[config.mk]
export PLATFORM = sky130hd
export DESIGN_NAME = hazard_ctrl
export DESIGN_NICKNAME = d
export VERILOG_FILES = /design/src/rtl/hazard_ctrl.sv
export SDC_FILE = /design/constraint.sdc
export NUM_CORES = 1
export LEC_CHECK = 0
export CORE_ASPECT_RATIO = 0.75
export CORE_MARGIN = 2
export CORE_UTILIZATION = 33
export CTS_CLUSTER_DIAMETER = 120
export DETAILED_ROUTE_END_ITERATION = 8
export GPL_TIMING_DRIVEN = 1
export PLACE_DENSITY = 0.86
export SYNTH_ARGS = -nofsm -noshare
export SYNTH_HDL_FRONTEND = slang
export SYNTH_SLANG_ARGS = --single-unit
[constraint.sdc]
create_clock -name clk -period 3.5 [get_ports clk]
set_clock_uncertainty 0.15 [all_clocks]
set_input_delay 0.525 -clock clk [delete_from_list [all_inputs] [get_ports clk]]
set_output_delay 0.525 -clock clk [all_outputs]
set_load 0.005 [all_outputs]
[src/rtl/hazard_ctrl.sv]
// ID-stage hazard control: load-use and mult/div HI/LO interlocks, taken-branch flush,
// plus a saturating stall-cycle counter.
module hazard_ctrl #(
  parameter int unsigned MD_LATENCY = 4,
  parameter int unsigned CNT_W      = 16
) (
  input  logic             clk,
  input  logic             rst_n,
  input  logic [31:0]      instructionID,
  input  logic [31:0]      instructionEX,
  input  logic             EXMemRead,
  input  logic [4:0]       EXwriteReg,
  input  logic             branchTaken,
  output logic             PCWrite,
  output logic             IFIDWrite,
  output logic             IFIDFlush,
  output logic [31:0]      instructionIDstall,
  output logic             ctrlBubble,
  output logic             mdBusy,
  output logic [CNT_W-1:0] stallCycles
);

  localparam logic [3:0]       MdLat  = 4'(MD_LATENCY);
  localparam logic [CNT_W-1:0] CntMax = {CNT_W{1'b1}};

  function automatic logic f_uses_rt(input logic [31:0] instr);
    return instr[31:26] inside {6'h00, 6'h04, 6'h05, 6'h2B};
  endfunction

  function automatic logic f_is_md(input logic [31:0] instr);
    return (instr[31:26] == 6'h00) && (instr[5:0] inside {6'h18, 6'h19, 6'h1A, 6'h1B});
  endfunction

  function automatic logic f_is_hilo(input logic [31:0] instr);
    return (instr[31:26] == 6'h00) && (instr[5:0] inside {6'h10, 6'h12});
  endfunction

  logic [3:0]       r_md_cnt;
  logic [CNT_W-1:0] r_stall_cycles;

  logic w_id_valid;
  logic w_load_use;
  logic w_ex_md;
  logic w_md_busy;
  logic w_md_haz;
  logic w_stall;

  always_comb begin
    w_id_valid = (instructionID != 32'd0);
    w_load_use = EXMemRead && (EXwriteReg != 5'd0) && w_id_valid &&
                 ((EXwriteReg == instructionID[25:21]) ||
                  (f_uses_rt(instructionID) && (EXwriteReg == instructionID[20:16])));
    w_ex_md    = f_is_md(instructionEX) && (instructionEX != 32'd0);
    w_md_busy  = (r_md_cnt != 4'd0) || w_ex_md;
    // Any HI/LO reader or new mult/div waits so results never reorder or overlap.
    w_md_haz   = w_md_busy && w_id_valid &&
                 (f_is_hilo(instructionID) || f_is_md(instructionID));
    w_stall    = (w_load_use || w_md_haz) && !branchTaken;
  end

  always_ff @(posedge clk or negedge rst_n) begin
    if (!rst_n) begin
      r_md_cnt       <= 4'd0;
      r_stall_cycles <= '0;
    end else begin
      if (w_ex_md) begin
        r_md_cnt <= MdLat;
      end else if (r_md_cnt != 4'd0) begin
        r_md_cnt <= r_md_cnt - 4'd1;
      end
      if (w_stall && (r_stall_cycles != CntMax)) begin
        r_stall_cycles <= r_stall_cycles + CNT_W'(1);
      end
    end
  end

  always_comb begin
    PCWrite            = 1'b1;
    IFIDWrite          = 1'b1;
    IFIDFlush          = 1'b0;
    ctrlBubble         = 1'b0;
    instructionIDstall = instructionID;
    if (!rst_n) begin
      PCWrite            = 1'b0;
      IFIDWrite          = 1'b0;
      ctrlBubble         = 1'b1;
      instructionIDstall = 32'd0;
    end else if (branchTaken) begin
      IFIDFlush          = 1'b1;
      ctrlBubble         = 1'b1;
      instructionIDstall = 32'd0;
    end else if (w_stall) begin
      PCWrite            = 1'b0;
      IFIDWrite          = 1'b0;
      ctrlBubble         = 1'b1;
      instructionIDstall = 32'd0;
    end
  end

  assign mdBusy      = rst_n && w_md_busy;
  assign stallCycles = r_stall_cycles;

endmodule

; Yosys cells after proc, flatten, opt, wreduce, memory -nomap -nowiden
; Cells that the tools add are included.
[totals]
reg_bits = 20
input_bits = 73
output_inout_bits = 53
[classes]
add_sub_neg = 2
n_eq_ne = 16
muxes = 13
n_reduce_logical = 29
[op_table]
columns = cell, n
row1 = two-way mux 32 bit, 3
row2 = nonzero test 32 bit, 2
row3 = "== test 6 x 5 -> 1 bit, second input constant", 10
row4 = "adder 16 x 1 -> 16 bit, second input constant", 1
row5 = "inequality test 16 bit, second input constant", 1
row6 = nonzero test 4 bit, 4
row7 = logical AND 1 bit, 13
row8 = "== test 6 x 3 -> 1 bit, second input constant", 2
row9 = zero test 6 bit, 2
row10 = == test 5 bit, 2
row11 = two-way mux 1 bit, 8
row12 = two-way mux 4 bit, 2
row13 = "== test 6 bit, second input constant", 1
row14 = nonzero test 5 bit, 1
row15 = logical OR 1 bit, 4
row16 = nonzero test 2 bit, 2
row17 = "subtractor 4 x 1 -> 4 bit, second input constant", 1
row18 = zero test 1 bit, 1

; Logic depth before layout (Yosys ltp)
[depth]
ltp_word = 12
ltp_mapped = 8
mapped_depth_nobuf = 7

; Worst setup path before layout
; No wires, ideal clock.
[synth_timing]
path_type = reg2out
from = register r_md_cnt[0]
to = output instructionIDstall[12]
arrival_time_ns = 1.980
required_time_ns = 2.825
path_slack_ns = 0.845
path_stages_with_launch = 8
n_path_buf = 1
path_cell_list = dfrtp_1 inv_1 ha_1 nor3b_1 a21oi_1 nor4b_2 buf_2 and2_1
[synth_between]
elab_chain_cells = 9
[synth_rtl]
columns = element, line_no
row1 = start: declaration, 38  ; logic [3:0] r_md_cnt;
row2 = start signal: assignment, 67  ; r_md_cnt <= MdLat;
row3 = start signal: assignment, 69  ; r_md_cnt <= r_md_cnt - 4'd1;
row4 = nonzero test 4 bit, 54  ; w_md_busy = (r_md_cnt != 4'd0) || w_ex_md;
row5 = logical OR 1 bit, 54
row6 = logical AND 1 bit (2 in series), 56  ; w_md_haz = w_md_busy && w_id_valid &&
row7 = logical OR 1 bit, 58  ; w_stall = (w_load_use || w_md_haz) && !branchTaken;
row8 = logical AND 1 bit, 58
row9 = two-way mux 32 bit, 92  ; end else if (w_stall) begin
row10 = two-way mux 32 bit, 88  ; end else if (branchTaken) begin
row11 = two-way mux 32 bit, 83  ; if (!rst_n) begin
row12 = end: declaration, 17  ; output logic [31:0] instructionIDstall,
; No other way between the ends.

; Final worst setup path
[layout_timing]
from = input EXwriteReg[1]
to = output instructionIDstall[13]
[layout_between]
elab_chain_cells = 9
[layout_rtl]
columns = element, line_no
row1 = start: declaration, 12  ; input logic [4:0] EXwriteReg,
row2 = == test 5 bit / nonzero test 5 bit (equally long branches), "52, 50"
row3 = logical AND 1 bit (on tied branches), "52, 50"
row4 = logical OR 1 bit / logical AND 1 bit (equally long branches), "51, 50"
row5 = logical AND 1 bit (*), 50  ; w_load_use = EXMemRead && (EXwriteReg != 5'd0) && w_id_valid &&
row6 = logical OR 1 bit (*), 58
row7 = logical AND 1 bit (*), 58
row8 = two-way mux 32 bit (*), 92
row9 = two-way mux 32 bit (*), 88
row10 = two-way mux 32 bit (*), 83
; Mark *: on every way between the ends. The rest lies on a longest branch, timed or not.

==> impl_metrics.csv <==
group,metric,value,unit
sta,hold_viol_final,0,
detailed_routing,avgRoutedWirePerCell,13.8,µm
clock_tree,ctsHtreeMaxLevel,1,
clock_tree,sink_count,20,
yosys,synth_async_sr_flop_share,1.00,
finish,commonest_non_fill_non_tap_cells_in_the_layout,"59 x sky130_fd_sc_hd__clkdlybuf4s50_1, 34 x sky130_fd_sc_hd__dlygate4sd2_1, 33 x sky130_fd_sc_hd__and2_1, 22 x sky130_fd_sc_hd__buf_4, 21 x sky130_fd_sc_hd__xnor2_1",
worst_hold_path,hold-path-cell-count,1,
detailed_routing,detail_route.wirelength.met1,2170,µm
grt,wire_length_of_the_first_global_routing_pass,8020,µm
power_and_ir_drop,max-vdd-ir-drop,310,µV
sta,maxClockFrequency,291,MHz
yosys,syn-num-nets,247,
sta,fin_worst_hold_slack,0.343,ns
grt,grt_overflow_total,0,
yosys,synth_top_family_by_area,"simple AND/OR/NAND/NOR gates",
die,io-pin-count,126,
detailed_routing,drc,0,
worst_setup_path,critical_path_peak_fanout,7,
clock_tree,clkLatencyLatePin,0.26,ns
die,design.die.area,5310,µm²
yosys,count_of_flip_flops_with_a_built_in_enable_after_synthesis,0,
die,start_util,0.346,
yosys,synth_top_flop_cell,"sky130_fd_sc_hd__dfrtp_1",
finish,final.fill_count,392,
clock_tree,cts_tree,"yes",
clock_tree,clk_root_buf,"sky130_fd_sc_hd__clkbuf_8",
finish,layout_commonest_cell,"sky130_fd_sc_hd__clkdlybuf4s50_1",
placement,pre_cts_ws,-0.183,ns
yosys,synth_sequential_area_ratio,0.320,
finish,antenna_cells,0,
yosys,synth_top_cell_by_area,"sky130_fd_sc_hd__dfrtp_1",
power_and_ir_drop,power.combinational.fraction,0.366,
sta,fin_setup_tns,0,ns
yosys,yosys_warnings,0,
finish,finish.cell_count_without_fillers,354,
worst_setup_path,worstSetupEndpointType,"primary output",
finish,nets,374,
placement,dp_hpwl,3780,µm
grt,largest_net_degree_at_the_start_of_global_routing,24,
sta,worst_slack,0.0667,ns
sta,timing.final.crit_period,3.43,ns
power_and_ir_drop,net_sw_power,0.229,mW
run,timing.max_cap.violations,0,
placement,detailed_place.area,2750,µm²
sta,setup-violations-final,0,
detailed_routing,detailedRoute.firstPassIterationCount,4,
detailed_routing,dr.max_layer_used,"met4",
grt,grtUsageTotal,0.184,
detailed_routing,routed-wl-met3,209,µm
placement,gp_routability_congestion,0.791,
power_and_ir_drop,power.share.clock,0.276,
yosys,synth_simple_gate_area_frac,0.381,
worst_setup_path,cp.arrival,2.76,ns
die,dieWidth,83.5,µm
worst_setup_path,timing.setup.critical_path_class,"primary input to primary output",
detailed_routing,route.detailed.vias_per_inst,4.73,
power_and_ir_drop,power_density,283,nW/µm²
clock_tree,clk_pin_slew_worst_paths,0.07,ns
die,die_height,63.6,µm
power_and_ir_drop,report.power.total,0.826,mW
sta,timing.final.crit_share,0.981,
yosys,synth.ff_latch_count,20,
placement,placedCellCount,341,
power_and_ir_drop,internal-power,0.597,mW
grt,via_count_of_the_first_global_routing_pass,1638,
yosys,area_fraction_of_the_dominant_cell_type_after_synthesis,0.320,
detailed_routing,postRouteAntennaNets,0,
worst_setup_path,startpoint_type,"primary input",
yosys,count_of_different_cell_masters_after_synthesis,42,
power_and_ir_drop,p_sw_frac,0.277,
die,floorplan.core_area,4520,µm²
detailed_routing,initialDrtViolationCount,50,
sta,maxSlewViolCount,0,
detailed_routing,route.final.wire_length,4890,µm
detailed_routing,wl_met2,2500,µm
finish,synthToLayoutAreaGrowth,86.5,%
worst_hold_path,worstHoldPathType,"flip-flop to flip-flop",
yosys,synth_xor_xnor_area_share,0.146,
sta,slew_headroom,0.679,
yosys,synthesis.instances,171,
placement,port_buffers,103,
die,core.rowCount,21,
run_status,outcome,"completed",
finish,final_area,2920,µm²
clock_tree,ctsLongestPathBuffers,2,
worst_setup_path,timing.critical_path.required,2.82,ns
yosys,area_share_of_fa_ha_maj_cells_after_synthesis,0.0240,
sta,worstMarginPinSlew,0.479,ns
yosys,synth_top_cells_by_area,"sky130_fd_sc_hd__dfrtp_1 32%, sky130_fd_sc_hd__and2_1 13%, sky130_fd_sc_hd__xnor2_1 12%, sky130_fd_sc_hd__nand4_1 2.8%, sky130_fd_sc_hd__xor2_1 2.8%",
grt,grt_antenna_before_repair,0,
worst_setup_path,depth_of_the_worst_register_to_register_path,6,
yosys,synthesis.area,1560,µm²
yosys,post_synth.cell_area_avg,9.15,µm²
yosys,synth-compound-area-share,0.0592,
finish,finalCoreUtilization,0.645,
clock_tree,tritoncts.num_buffers,3,
finish,drive_above_1_share,0.158,
power_and_ir_drop,share_seq_of_total_power,0.358,
power_and_ir_drop,total_leakage_power,1.46,nW
detailed_routing,dr_total_vias,1675,
yosys,muxShareOfSynthArea,0.0320,
==> logic make-up (layout without fill, tap and decap cells) <==
group	count (synthesis)	after routing
flip-flops	20	20
AO/OA/AOI/OAI	11	11
adder cells (fa/ha/maj)	3	3
AND/OR/NAND/NOR	95	95
buffers and inverters	12	138
multiplexers	4	4
XOR/XNOR	26	26
==> layer usage <==
layer / vias to the layer above / track usage
li1: 843 / -
met4: 0 / 0.0181
met3: 2 / 0.0419
met1: 794 / 0.245
met2: 36 / 0.319
met5: - / 0
==> cells in the mapped netlist, drive strengths merged, types with 2 or more instances <==
cell and count:
a21oi 4, and2 33, and3 2, buf 5
dfrtp 20, ha 3, inv 7, mux2 2
mux2i 2, nand2 10, nand3 5, nand4 9
nor2 11, nor2b 2, nor3 8, o211ai 2
or3 2, or4 3, xnor2 21, xor2 5
==> power groups by stage <==
stage               Sequential [mW]  Clock (mW)  Combinational [mW]
floorplan                     0.294           0               0.142
CTS                           0.296       0.235               0.304
finish                        0.296       0.228               0.303
detailed placement            0.300           0               0.303
global route                  0.301       0.247               0.339
global placement              0.298           0               0.295
==> worst paths after layout <==
check                                from                     end  slack [ns]
max in group asynchronous           rst_n          stallCycles[6]        2.44
min                        stallCycles[5]          stallCycles[5]        0.34
min reg2reg                stallCycles[5]          stallCycles[5]        0.34
max reg2reg                stallCycles[0]          stallCycles[1]        1.05
max                         EXwriteReg[1]  instructionIDstall[13]        0.07
min in group asynchronous           rst_n         stallCycles[15]        0.53
==> critical path, stage by stage <==
cell and delay (ns):
sky130_fd_sc_hd__clkdlybuf4s50_1 0.42, sky130_fd_sc_hd__buf_4 0.15, sky130_fd_sc_hd__xor2_1 0.14, sky130_fd_sc_hd__or4_4 0.44, sky130_fd_sc_hd__a21oi_4 0.17, sky130_fd_sc_hd__nor4b_4 0.08
sky130_fd_sc_hd__buf_4 0.15, sky130_fd_sc_hd__buf_4 0.15, sky130_fd_sc_hd__buf_4 0.13, sky130_fd_sc_hd__and2_1 0.14, sky130_fd_sc_hd__dlygate4sd2_1 0.26
==> what timing repair did <==
action | CTS | global route
hold buffers | 0 | 0
setup endpoints to repair | 32 | 17
gates resized for setup | 45 | 12
gates cloned | 3 | 0
buffers inserted | 5 | 1
pin swaps | 3 | 2
==> registers in the layout, indices dropped and copies added, names as in the netlist <==
register,count
r_md_cnt,4
stallCycles,16
==> area by class of cell <==
type,instances,area (µm²),area share
Clock buffer,3,41.3,0.0142
Clock inverter,1,30.0,0.0103
Inverter,7,26.3,0.00901
Multi-Input combinational cell,139,1050,0.361
Sequential cell,20,500,0.172
Tap cell,57,71.3,0.0245
Timing Repair Buffer,127,1190,0.410
No activity file was read; power rests on OpenSTA's default activity.
